`src/rtl/four_bit_us_multiplier_pkg.sv`:
```
// Shared widths and types for the 4x4 unsigned array multiplier.
// Optional macro: FOUR_BIT_US_MULTIPLIER_COMB_OUT_EN (used by the top).
package four_bit_us_multiplier_pkg;

   localparam int OPND_W = 4;
   localparam int PROD_W = 8;

   typedef logic [OPND_W-1:0] opnd_t;
   typedef logic [PROD_W-1:0] prod_t;

endpackage

```
`src/rtl/fbm_full_adder.sv`:
```
// One-bit full adder cell of the multiplier array.
// Half-adder positions tie cin low.
module fbm_full_adder (
   input  logic a,
   input  logic b,
   input  logic cin,
   output logic s,
   output logic cout
);

   logic w_axb;

   assign w_axb = a ^ b;
   assign s     = w_axb ^ cin;
   assign cout  = (a & b) | (cin & w_axb);

endmodule

```
`src/rtl/four_bit_us_multiplier.sv`:
```
// 4x4 unsigned array multiplier: 16 AND terms, 3 ripple rows of full adders.
// FOUR_BIT_US_MULTIPLIER_COMB_OUT_EN selects a combinational Product.
module four_bit_us_multiplier
   import four_bit_us_multiplier_pkg::*;
(
   input  logic  clk,
   input  logic  rst_n,
   input  opnd_t A,
   input  opnd_t B,
   output prod_t Product
);

   logic [OPND_W-1:0] w_pp    [0:OPND_W-1];
   logic [OPND_W-1:0] w_row_b [1:OPND_W-1];
   logic [OPND_W-1:0] w_row_ci[1:OPND_W-1];
   logic [OPND_W-1:0] w_s     [1:OPND_W-1];
   logic [OPND_W-1:0] w_c     [1:OPND_W-1];
   prod_t             w_prod;

   // w_pp[i][j] carries weight 2^(i+j)
   for (genvar i = 0; i < OPND_W; i++) begin : g_pp_row
      for (genvar j = 0; j < OPND_W; j++) begin : g_pp_bit
         assign w_pp[i][j] = A[j] & B[i];
      end
   end

   for (genvar r = 1; r < OPND_W; r++) begin : g_row
      for (genvar j = 0; j < OPND_W; j++) begin : g_cell
         if (r == 1) begin : g_b_first
            if (j < OPND_W-1) begin : g_b_pp
               assign w_row_b[r][j] = w_pp[0][j+1];
            end else begin : g_b_zero
               assign w_row_b[r][j] = 1'b0;
            end
         end else begin : g_b_next
            if (j < OPND_W-1) begin : g_b_sum
               assign w_row_b[r][j] = w_s[r-1][j+1];
            end else begin : g_b_carry
               assign w_row_b[r][j] = w_c[r-1][OPND_W-1];
            end
         end

         if (j == 0) begin : g_ci_zero
            assign w_row_ci[r][j] = 1'b0;
         end else begin : g_ci_ripple
            assign w_row_ci[r][j] = w_c[r][j-1];
         end

         fbm_full_adder u_fa (
            .a   (w_pp[r][j]),
            .b   (w_row_b[r][j]),
            .cin (w_row_ci[r][j]),
            .s   (w_s[r][j]),
            .cout(w_c[r][j])
         );
      end
   end

   assign w_prod = {w_c[OPND_W-1][OPND_W-1],
                    w_s[OPND_W-1],
                    w_s[2][0],
                    w_s[1][0],
                    w_pp[0][0]};

`ifdef FOUR_BIT_US_MULTIPLIER_COMB_OUT_EN
   logic w_unused;

   assign w_unused = clk ^ rst_n;
   assign Product  = w_prod;
`else
   prod_t r_product;

   always_ff @(posedge clk) begin
      if (!rst_n) r_product <= '0;
      else        r_product <= w_prod;
   end

   assign Product = r_product;
`endif

endmodule

```
`config.mk`:
```
export PLATFORM = sky130hd
export DESIGN_NAME = four_bit_us_multiplier
export DESIGN_NICKNAME = d
export VERILOG_FILES = /design/src/rtl/four_bit_us_multiplier_pkg.sv /design/src/rtl/fbm_full_adder.sv /design/src/rtl/four_bit_us_multiplier.sv
export SDC_FILE = /design/constraint.sdc
export NUM_CORES = 1
export LEC_CHECK = 0
export CAP_MARGIN = 10
export CORE_AREA = 3 3 40 42
export DETAILED_ROUTE_END_ITERATION = 6
export DIE_AREA = 0 0 43 45
export HOLD_SLACK_MARGIN = 0.06
export PLACE_DENSITY = 0.73
export SLEW_MARGIN = 0
export SYNTH_ARGS = -nofsm -noshare
export SYNTH_HDL_FRONTEND = slang
export SYNTH_SLANG_ARGS = --single-unit
```
`constraint.sdc`:
```
create_clock -name clk -period 5.12 [get_ports clk]
set_clock_uncertainty 0.2 [all_clocks]
set_input_delay 0.768 -clock clk [delete_from_list [all_inputs] [get_ports clk]]
set_output_delay 0.768 -clock clk [all_outputs]
set_load 0.01 [all_outputs]
```
==> out/summary.log, run 1 <==
qor: placement.placement.io_buffers 17
qor: timing.finalMaxSlewViolations 0
qor: logic_synthesis.yosys_most_used_dff sky130_fd_sc_hd__dfxtp_1
qor: logic_synthesis.yosysSeqAreaShare 29.4%
qor: critical_path.critical_path.cell_chain clkdlybuf4s50_1, and2_1, ha_1, inv_1, fa_1, fa_1, fa_1, fa_1, inv_1, fa_1, inv_1, fa_1, inv_1, fa_1, and2_2
qor: die.die_area 1940 sq um
qor: timing.rsz0062_at_grt no
qor: logic_synthesis.yosysWarnings 0
qor: finish.final_cells 90
qor: clock_tree.cts.path.max_buffers 2
qor: timing.worst_slew_margin_rel 84.7%
qor: clock_tree.post-cts-setup-buffers 0
qor: pwr.cellPowerDensity 233 nW/um^2
qor: pwr.p_leak 0.360 nW
qor: logic_synthesis.post_synth_instance_area 546 sq um
qor: timing.timing_hold_violations_final 0
qor: clock_tree.htreeDepth 1
qor: logic_synthesis.synth_top_cells_by_area sky130_fd_sc_hd__dfxtp_1, sky130_fd_sc_hd__fa_1, sky130_fd_sc_hd__and2_1
qor: finish.final_net_count 99
qor: finish.antennaDiodeCount 0
qor: die.floorplan.die.width 43 um
qor: logic_synthesis.synth-seq-cells 8
qor: logic_synthesis.synth_top_area_share 29.4%
qor: timing.holdWs 1.04 ns
qor: logic_synthesis.netlist_top_cells_count sky130_fd_sc_hd__inv_1, sky130_fd_sc_hd__and2_1, sky130_fd_sc_hd__dfxtp_1, sky130_fd_sc_hd__fa_1, sky130_fd_sc_hd__nand2_1
qor: worst_hold_path.hp-start A[0]
qor: finish.largest_register_ff_count 8
qor: route.detail_route.first_pass.iterations 1
qor: die.start_util 42.5%
qor: logic_synthesis.unique_masters_post_synth 9
qor: timing.min_period_over_period 93.2%
qor: timing.max_clock_freq 210 MHz
qor: placement.post-dp-hpwl 793 um
qor: critical_path.critPathMostFrequentCell sky130_fd_sc_hd__fa_1
qor: route.detail-route-antenna-nets 0
qor: global_routing.wire_length_of_the_first_global_routing_pass 1400 um
qor: clock_tree.clk_transition_reported_paths 0.06 ns
qor: die.pin_count 18
qor: route.dr.first_iter.drc_count 0
qor: timing.tightest_slew 0.229 ns
qor: die.std_cell_rows 13
qor: logic_synthesis.synthDominantAreaCellType sky130_fd_sc_hd__dfxtp_1
qor: critical_path.critical-path-max-stage-delay 0.52 ns
qor: logic_synthesis.synth-edff-count 0
qor: die.floorplan.core_area 1280 sq um
qor: critical_path.cp.arrival 4.71 ns
qor: worst_hold_path.timing.hold.worst.class primary input to flop
qor: clock_tree.cts_inserted_buffers 3
qor: clock_tree.cts-root-buf sky130_fd_sc_hd__clkbuf_4
qor: clock_tree.cts_tree built
qor: route.drc_errors_left 0
qor: global_routing.grt-ovfl-total 0
qor: global_routing.number_of_antenna_violations_at_the_first_check_in_global_routing 0
qor: critical_path.startpoint_type primary input
qor: timing.setup_tns 0 ns
qor: finish.syn2layout_area_growth 40.1%
qor: critical_path.setup.worst_path.class primary input to flop
qor: finish.post-route-util 59.5%
qor: worst_hold_path.min_delay_path_depth 2
qor: timing.finalSetupViolations 0
qor: worst_hold_path.hold_path_end Product[0]$_SDFF_PN0_
qor: placement.place.detailed.instances 87
qor: critical_path.critical_path_peak_fanout 4
qor: pwr.worst_ir_drop_vdd 0.107 mV
qor: finish.final_layout_size_suffix_gt1_share 13.3%
qor: finish.fillers 128
qor: global_routing.grt_use_total 9.95%
qor: global_routing.grt_pass1_vias 368
qor: logic_synthesis.ys_async_sr_fraction 0%
qor: global_routing.pin_count_of_the_biggest_net_entering_global_routing 9
qor: clock_tree.count_of_hold_fix_buffers_inserted_at_cts 0
qor: timing.timing.final.crit_period 4.77 ns
qor: die.die_y 45 um
qor: logic_synthesis.synthesis.nets 76
qor: critical_path.critPathRequiredTime 5.06 ns
qor: route.avgViaCountPerCell 4.40
qor: flow_run.number_of_max_capacitance_violations_reported 0
qor: pwr.fin_total_pwr 0.178 mW
qor: placement.place_congestion 0.759
qor: route.routed_wire_per_std_cell 9.87 um
qor: outcome.run_status finished, final reports clean
qor: route.total_wirelength_of_the_detailed_routed_design 888 um
qor: logic_synthesis.synthMostInstantiatedCell sky130_fd_sc_hd__inv_1
qor: logic_synthesis.postSynthAreaPerCell 10.1 sq um
qor: clock_tree.sink_count_of_the_clock_tree 8
qor: clock_tree.cts_resized 0
qor: critical_path.end_kind flop
qor: logic_synthesis.syn_inst 54
qor: route.routed-via-count 396
qor: critical_path.critical-path-slowest-cell sky130_fd_sc_hd__clkdlybuf4s50_1
worst max-delay path: cells and delay by family:
kind | cells | cell delay (ns)
adder cells (fa/ha/maj) | 8 | 2.86
buffers and inverters | 5 | 0.75
AND/OR/NAND/NOR | 2 | 0.33
where the power goes:
group	switching [mW]	internal [mW]
logic	0.0254	0.0346
clock network	0.0197	0.0267
registers	0.00167	0.0701
stage by stage:
stage / setup slack [ns] / area [sq um]
2_1_floorplan: 0.777 / 546
3_3_place_gp: 0.123 / 742
3_5_place_dp: 0.0410 / 742
4_1_cts: 0.319 / 764
5_1_grt: 0.192 / 764
6_report: 0.348 / 764
cell type report:
type / instances / area (sq um) / area share (%)
Multi-Input combinational cell: 35 / 344 / 45.0
Timing Repair Buffer: 18 / 178 / 23.2
Sequential cell: 8 / 160 / 20.9
Inverter: 11 / 41.3 / 5.40
Clock buffer: 3 / 22.5 / 2.95
Tap cell: 15 / 18.8 / 2.45
layout by cell type (no fill, tap or decap):
master                            netlist  final
sky130_fd_sc_hd__and2_1                 8      8
sky130_fd_sc_hd__and2_2                 6      6
sky130_fd_sc_hd__and3_1                 1      1
sky130_fd_sc_hd__buf_4                  0      1
sky130_fd_sc_hd__clkbuf_4               0      3
sky130_fd_sc_hd__clkdlybuf4s50_1        0     17
sky130_fd_sc_hd__dfxtp_1                8      8
sky130_fd_sc_hd__fa_1                   8      8
sky130_fd_sc_hd__ha_1                   4      4
sky130_fd_sc_hd__inv_1                 11     11
sky130_fd_sc_hd__nand2_1                7      7
sky130_fd_sc_hd__nor2b_1                1      1
how the worst max path moves through the flow:
| stage | startpoint | to | slack (ns) | cells past startpoint |
|---|---|---|---|---|
| final | B[1] | Product[6]$_SDFF_PN0_ | 0.35 | 15 |
| after floorplan | A[0] | Product[6]$_SDFF_PN0_ | 0.78 | 14 |
| after global routing | A[1] | Product[6]$_SDFF_PN0_ | 0.19 | 15 |
| after CTS | A[0] | Product[6]$_SDFF_PN0_ | 0.32 | 15 |
| after global placement | A[0] | Product[6]$_SDFF_PN0_ | 0.12 | 15 |
| after detailed placement | B[1] | Product[6]$_SDFF_PN0_ | 0.04 | 15 |
routing by layer:
layer,vias to the layer above,global-route usage [%],share of wire [%]
met5,-,0,0
met4,0,5.42,2.7
met3,2,2.39,5.4
met2,12,19.5,51
met1,183,9.50,41
li1,199,-,-
kinds of logic (layout without fill, tap and decap cells):
kind of cell	after synthesis	after routing	share of synthesized area [%]
flops	8	8	29.4
fa+ha+maj	12	12	38.5
simple gates	23	23	24.5
buf+inv	11	32	7.57
No activity file was read; power rests on OpenSTA's default activity.
==> inputs of run 2 (changes only) <==
--- a/config.mk
+++ b/config.mk
@@ -5,12 +5,13 @@
 export SDC_FILE = /design/constraint.sdc
 export NUM_CORES = 1
 export LEC_CHECK = 0
+export ABC_AREA = 1
 export CAP_MARGIN = 10
-export CORE_AREA = 3 3 40 42
+export CORE_MARGIN = 3
+export CORE_UTILIZATION = 43
 export DETAILED_ROUTE_END_ITERATION = 6
-export DIE_AREA = 0 0 43 45
 export HOLD_SLACK_MARGIN = 0.06
-export PLACE_DENSITY = 0.73
+export PLACE_DENSITY = 0.75
 export SLEW_MARGIN = 0
 export SYNTH_ARGS = -nofsm -noshare
 export SYNTH_HDL_FRONTEND = slang
==> run 2 against run 1 <==
- sequential share of layout area shrank 0.17 points
- critical path type unchanged
- die area is 8.4% lower
- clock power about the same
- cell count is 16% higher
- hold slack got worse by 0.082 ns
- highest routed layer unchanged
==> out/summary.log, run 2 <==
qor: outcome.run_status finished, final reports clean
qor: timing.tightest_slew 0.255 ns
qor: clock_tree.htreeDepth 1
qor: placement.placement.io_buffers 17
qor: global_routing.number_of_antenna_violations_at_the_first_check_in_global_routing 0
qor: critical_path.critPathRequiredTime 5.07 ns
qor: finish.final_net_count 114
qor: critical_path.critPathMostFrequentCell sky130_fd_sc_hd__fa_1
qor: logic_synthesis.netlist_top_cells_count sky130_fd_sc_hd__inv_1, sky130_fd_sc_hd__nand2_1, sky130_fd_sc_hd__dfxtp_1, sky130_fd_sc_hd__fa_1, sky130_fd_sc_hd__ha_1
qor: critical_path.critical_path_peak_fanout 4
qor: logic_synthesis.yosysSeqAreaShare 28.6%
qor: clock_tree.sink_count_of_the_clock_tree 8
qor: die.pin_count 18
qor: global_routing.global_route.usage.met1 11.2%
qor: finish.final_cells 104
qor: clock_tree.count_of_hold_fix_buffers_inserted_at_cts 0
qor: route.drc_errors_left 0
qor: die.die_y 42.1 um
qor: clock_tree.cts_inserted_buffers 3
qor: timing.timing_hold_violations_final 0
qor: route.detail-route-antenna-nets 0
qor: pwr.worst_ir_drop_vdd 0.0749 mV
qor: timing.worst_slew_margin_rel 82.9%
qor: route.total_wirelength_of_the_detailed_routed_design 892 um
qor: die.die_area 1770 sq um
qor: clock_tree.cts_tree built
qor: logic_synthesis.synthMostInstantiatedCell sky130_fd_sc_hd__inv_1
qor: global_routing.grt_pass1_vias 427
qor: clock_tree.clk_transition_reported_paths 0.05 ns
qor: route.avgViaCountPerCell 4.29
qor: timing.timing.final.crit_period 4.65 ns
qor: clock_tree.cts.path.max_buffers 2
qor: logic_synthesis.unique_masters_post_synth 8
qor: critical_path.cp.arrival 4.60 ns
qor: global_routing.wire_length_of_the_first_global_routing_pass 1550 um
qor: worst_hold_path.hold_path_end Product[0]$_SDFF_PN0_
qor: clock_tree.cts-root-buf sky130_fd_sc_hd__clkbuf_4
qor: critical_path.critical-path-slowest-cell sky130_fd_sc_hd__clkdlybuf4s50_1
qor: die.floorplan.die.width 42.1 um
qor: critical_path.setup.worst_path.class primary input to flop
qor: worst_hold_path.min_delay_path_depth 3
qor: logic_synthesis.synthesis.nets 92
qor: global_routing.top_usage_layer met2
qor: die.std_cell_rows 12
qor: pwr.cellPowerDensity 232 nW/um^2
qor: timing.max_clock_freq 215 MHz
qor: logic_synthesis.post_synth_instance_area 561 sq um
qor: critical_path.startpoint_type primary input
qor: logic_synthesis.synth_top_cells_by_area sky130_fd_sc_hd__dfxtp_1, sky130_fd_sc_hd__fa_1, sky130_fd_sc_hd__inv_1
qor: logic_synthesis.synthDominantAreaCellType sky130_fd_sc_hd__dfxtp_1
qor: global_routing.globalRouteMet2Util 21.6%
qor: worst_hold_path.hp-start B[0]
qor: worst_hold_path.timing.hold.worst.class primary input to flop
qor: timing.setup_tns 0 ns
qor: logic_synthesis.postSynthAreaPerCell 8.01 sq um
qor: finish.commonest_cells_after_routing_fill_and_taps_aside sky130_fd_sc_hd__inv_1, sky130_fd_sc_hd__nand2_1, sky130_fd_sc_hd__clkdlybuf4s50_1, sky130_fd_sc_hd__dfxtp_1, sky130_fd_sc_hd__fa_1
qor: timing.finalMaxSlewViolations 0
qor: route.detail_route.first_pass.iterations 4
qor: timing.min_period_over_period 90.8%
qor: die.floorplan.core_area 1170 sq um
qor: global_routing.pin_count_of_the_biggest_net_entering_global_routing 8
qor: global_routing.grt_use_total 11.8%
qor: global_routing.grt-ovfl-total 0
qor: logic_synthesis.synth_top_area_share 28.6%
qor: timing.finalSetupViolations 0
qor: placement.place.detailed.instances 101
qor: finish.antennaDiodeCount 0
qor: finish.largest_register_ff_count 8
qor: logic_synthesis.ys_async_sr_fraction 0%
qor: critical_path.end_kind flop
qor: logic_synthesis.synth-edff-count 0
qor: timing.rsz0062_at_grt no
qor: clock_tree.cts_resized 0
qor: route.dr.first_iter.drc_count 4
qor: route.routed-via-count 446
qor: finish.syn2layout_area_growth 37.5%
qor: clock_tree.post-cts-setup-buffers 0
qor: logic_synthesis.syn_inst 70
qor: placement.post-dp-hpwl 828 um
qor: logic_synthesis.yosys_most_used_dff sky130_fd_sc_hd__dfxtp_1
qor: logic_synthesis.synth-seq-cells 8
qor: critical_path.critical-path-max-stage-delay 0.52 ns
qor: logic_synthesis.yosysWarnings 0
qor: route.routed_wire_per_std_cell 8.58 um
qor: die.start_util 47.9%
qor: finish.mostFrequentLayoutCell sky130_fd_sc_hd__inv_1
qor: flow_run.number_of_max_capacitance_violations_reported 0
qor: critical_path.critical_path.cell_chain clkdlybuf4s50_1, nand2_1, inv_1, ha_1, inv_1, fa_1, fa_1, fa_1, fa_1, inv_1, fa_1, inv_1, fa_1, inv_1, fa_1, nand2_1, inv_1
qor: finish.final_layout_size_suffix_gt1_share 5.56%
qor: pwr.p_leak 0.457 nW
qor: global_routing.use_met3 2.58%
qor: placement.place_congestion 0.820
## run 2: cell count changes in the layout (fill, tap and decap cells not counted), sizes merged
| cell | change |
|---|---|
| and2 | -14 |
| and3 | -1 |
| buf | -1 |
| inv | +15 |
| nand2 | +15 |
| nor2 | +2 |
| nor2b | -1 |
## run 2: worst max-delay path by stage
stage | start | end | slack, ns | cells past startpoint
after floorplan | A[0] | Product[6]$_SDFF_PN0_ | 0.90 | 16
after global placement | A[0] | Product[6]$_SDFF_PN0_ | 0.26 | 17
after detailed placement | A[0] | Product[6]$_SDFF_PN0_ | 0.16 | 17
after CTS | A[0] | Product[6]$_SDFF_PN0_ | 0.44 | 17
after global routing | A[0] | Product[6]$_SDFF_PN0_ | 0.28 | 17
final | A[0] | Product[6]$_SDFF_PN0_ | 0.47 | 17
## run 2: area by class of cell
cell class,count,area (sq um)
flip-flops and latches,8,160
multi-input cells,36,303
well taps,14,17.5
inverters,26,97.6
repair buffers,17,170
clock buffers,3,22.5
fillers,116,400
## run 2: per-layer routing
metal | wire length (um) | vias up | part of all wire [%]
met5 | 0 | - | 0
met3 | 59 | 4 | 6.6
li1 | - | 230 | -
met2 | 455 | 16 | 51
met4 | 34 | 0 | 3.8
met1 | 342 | 196 | 38
## run 2: report_power, final
part | total [mW] | switching, mW | internal [mW]
clock | 0.0463 | 0.0196 | 0.0267
sequential | 0.0718 | 0.00169 | 0.0702
combinational | 0.0609 | 0.0287 | 0.0322
## run 2: cells by family after synthesis
family,count (synthesis),share of synthesized area [%]
adder cells (fa/ha/maj),12,37.5
flip-flops,8,28.6
AND/OR/NAND/NOR,24,16.5
buffers and inverters,26,17.4
## run 2: metrics by stage
stage | total power, mW | setup slack [ns] | utilization, % | cell area (sq um) | hold WS [ns]
2_1_floorplan | 0.105 | 0.895 | - | 561 | 0.661
3_3_place_gp | 0.133 | 0.260 | 63.9 | 748 | 1.22
3_5_place_dp | 0.136 | 0.165 | 63.9 | 748 | 1.22
4_1_cts | 0.182 | 0.441 | 65.8 | 771 | 0.954
5_1_grt | 0.193 | 0.277 | 65.8 | 771 | 0.976
6_report | 0.179 | 0.469 | 65.8 | 771 | 0.956
## run 2: worst max-delay path, delay by kind of cell
kind                       cells  cell delay (ns)
adders and majority gates      8             2.85
buffers and inverters          7             0.83
and+or+nand+nor                2             0.15
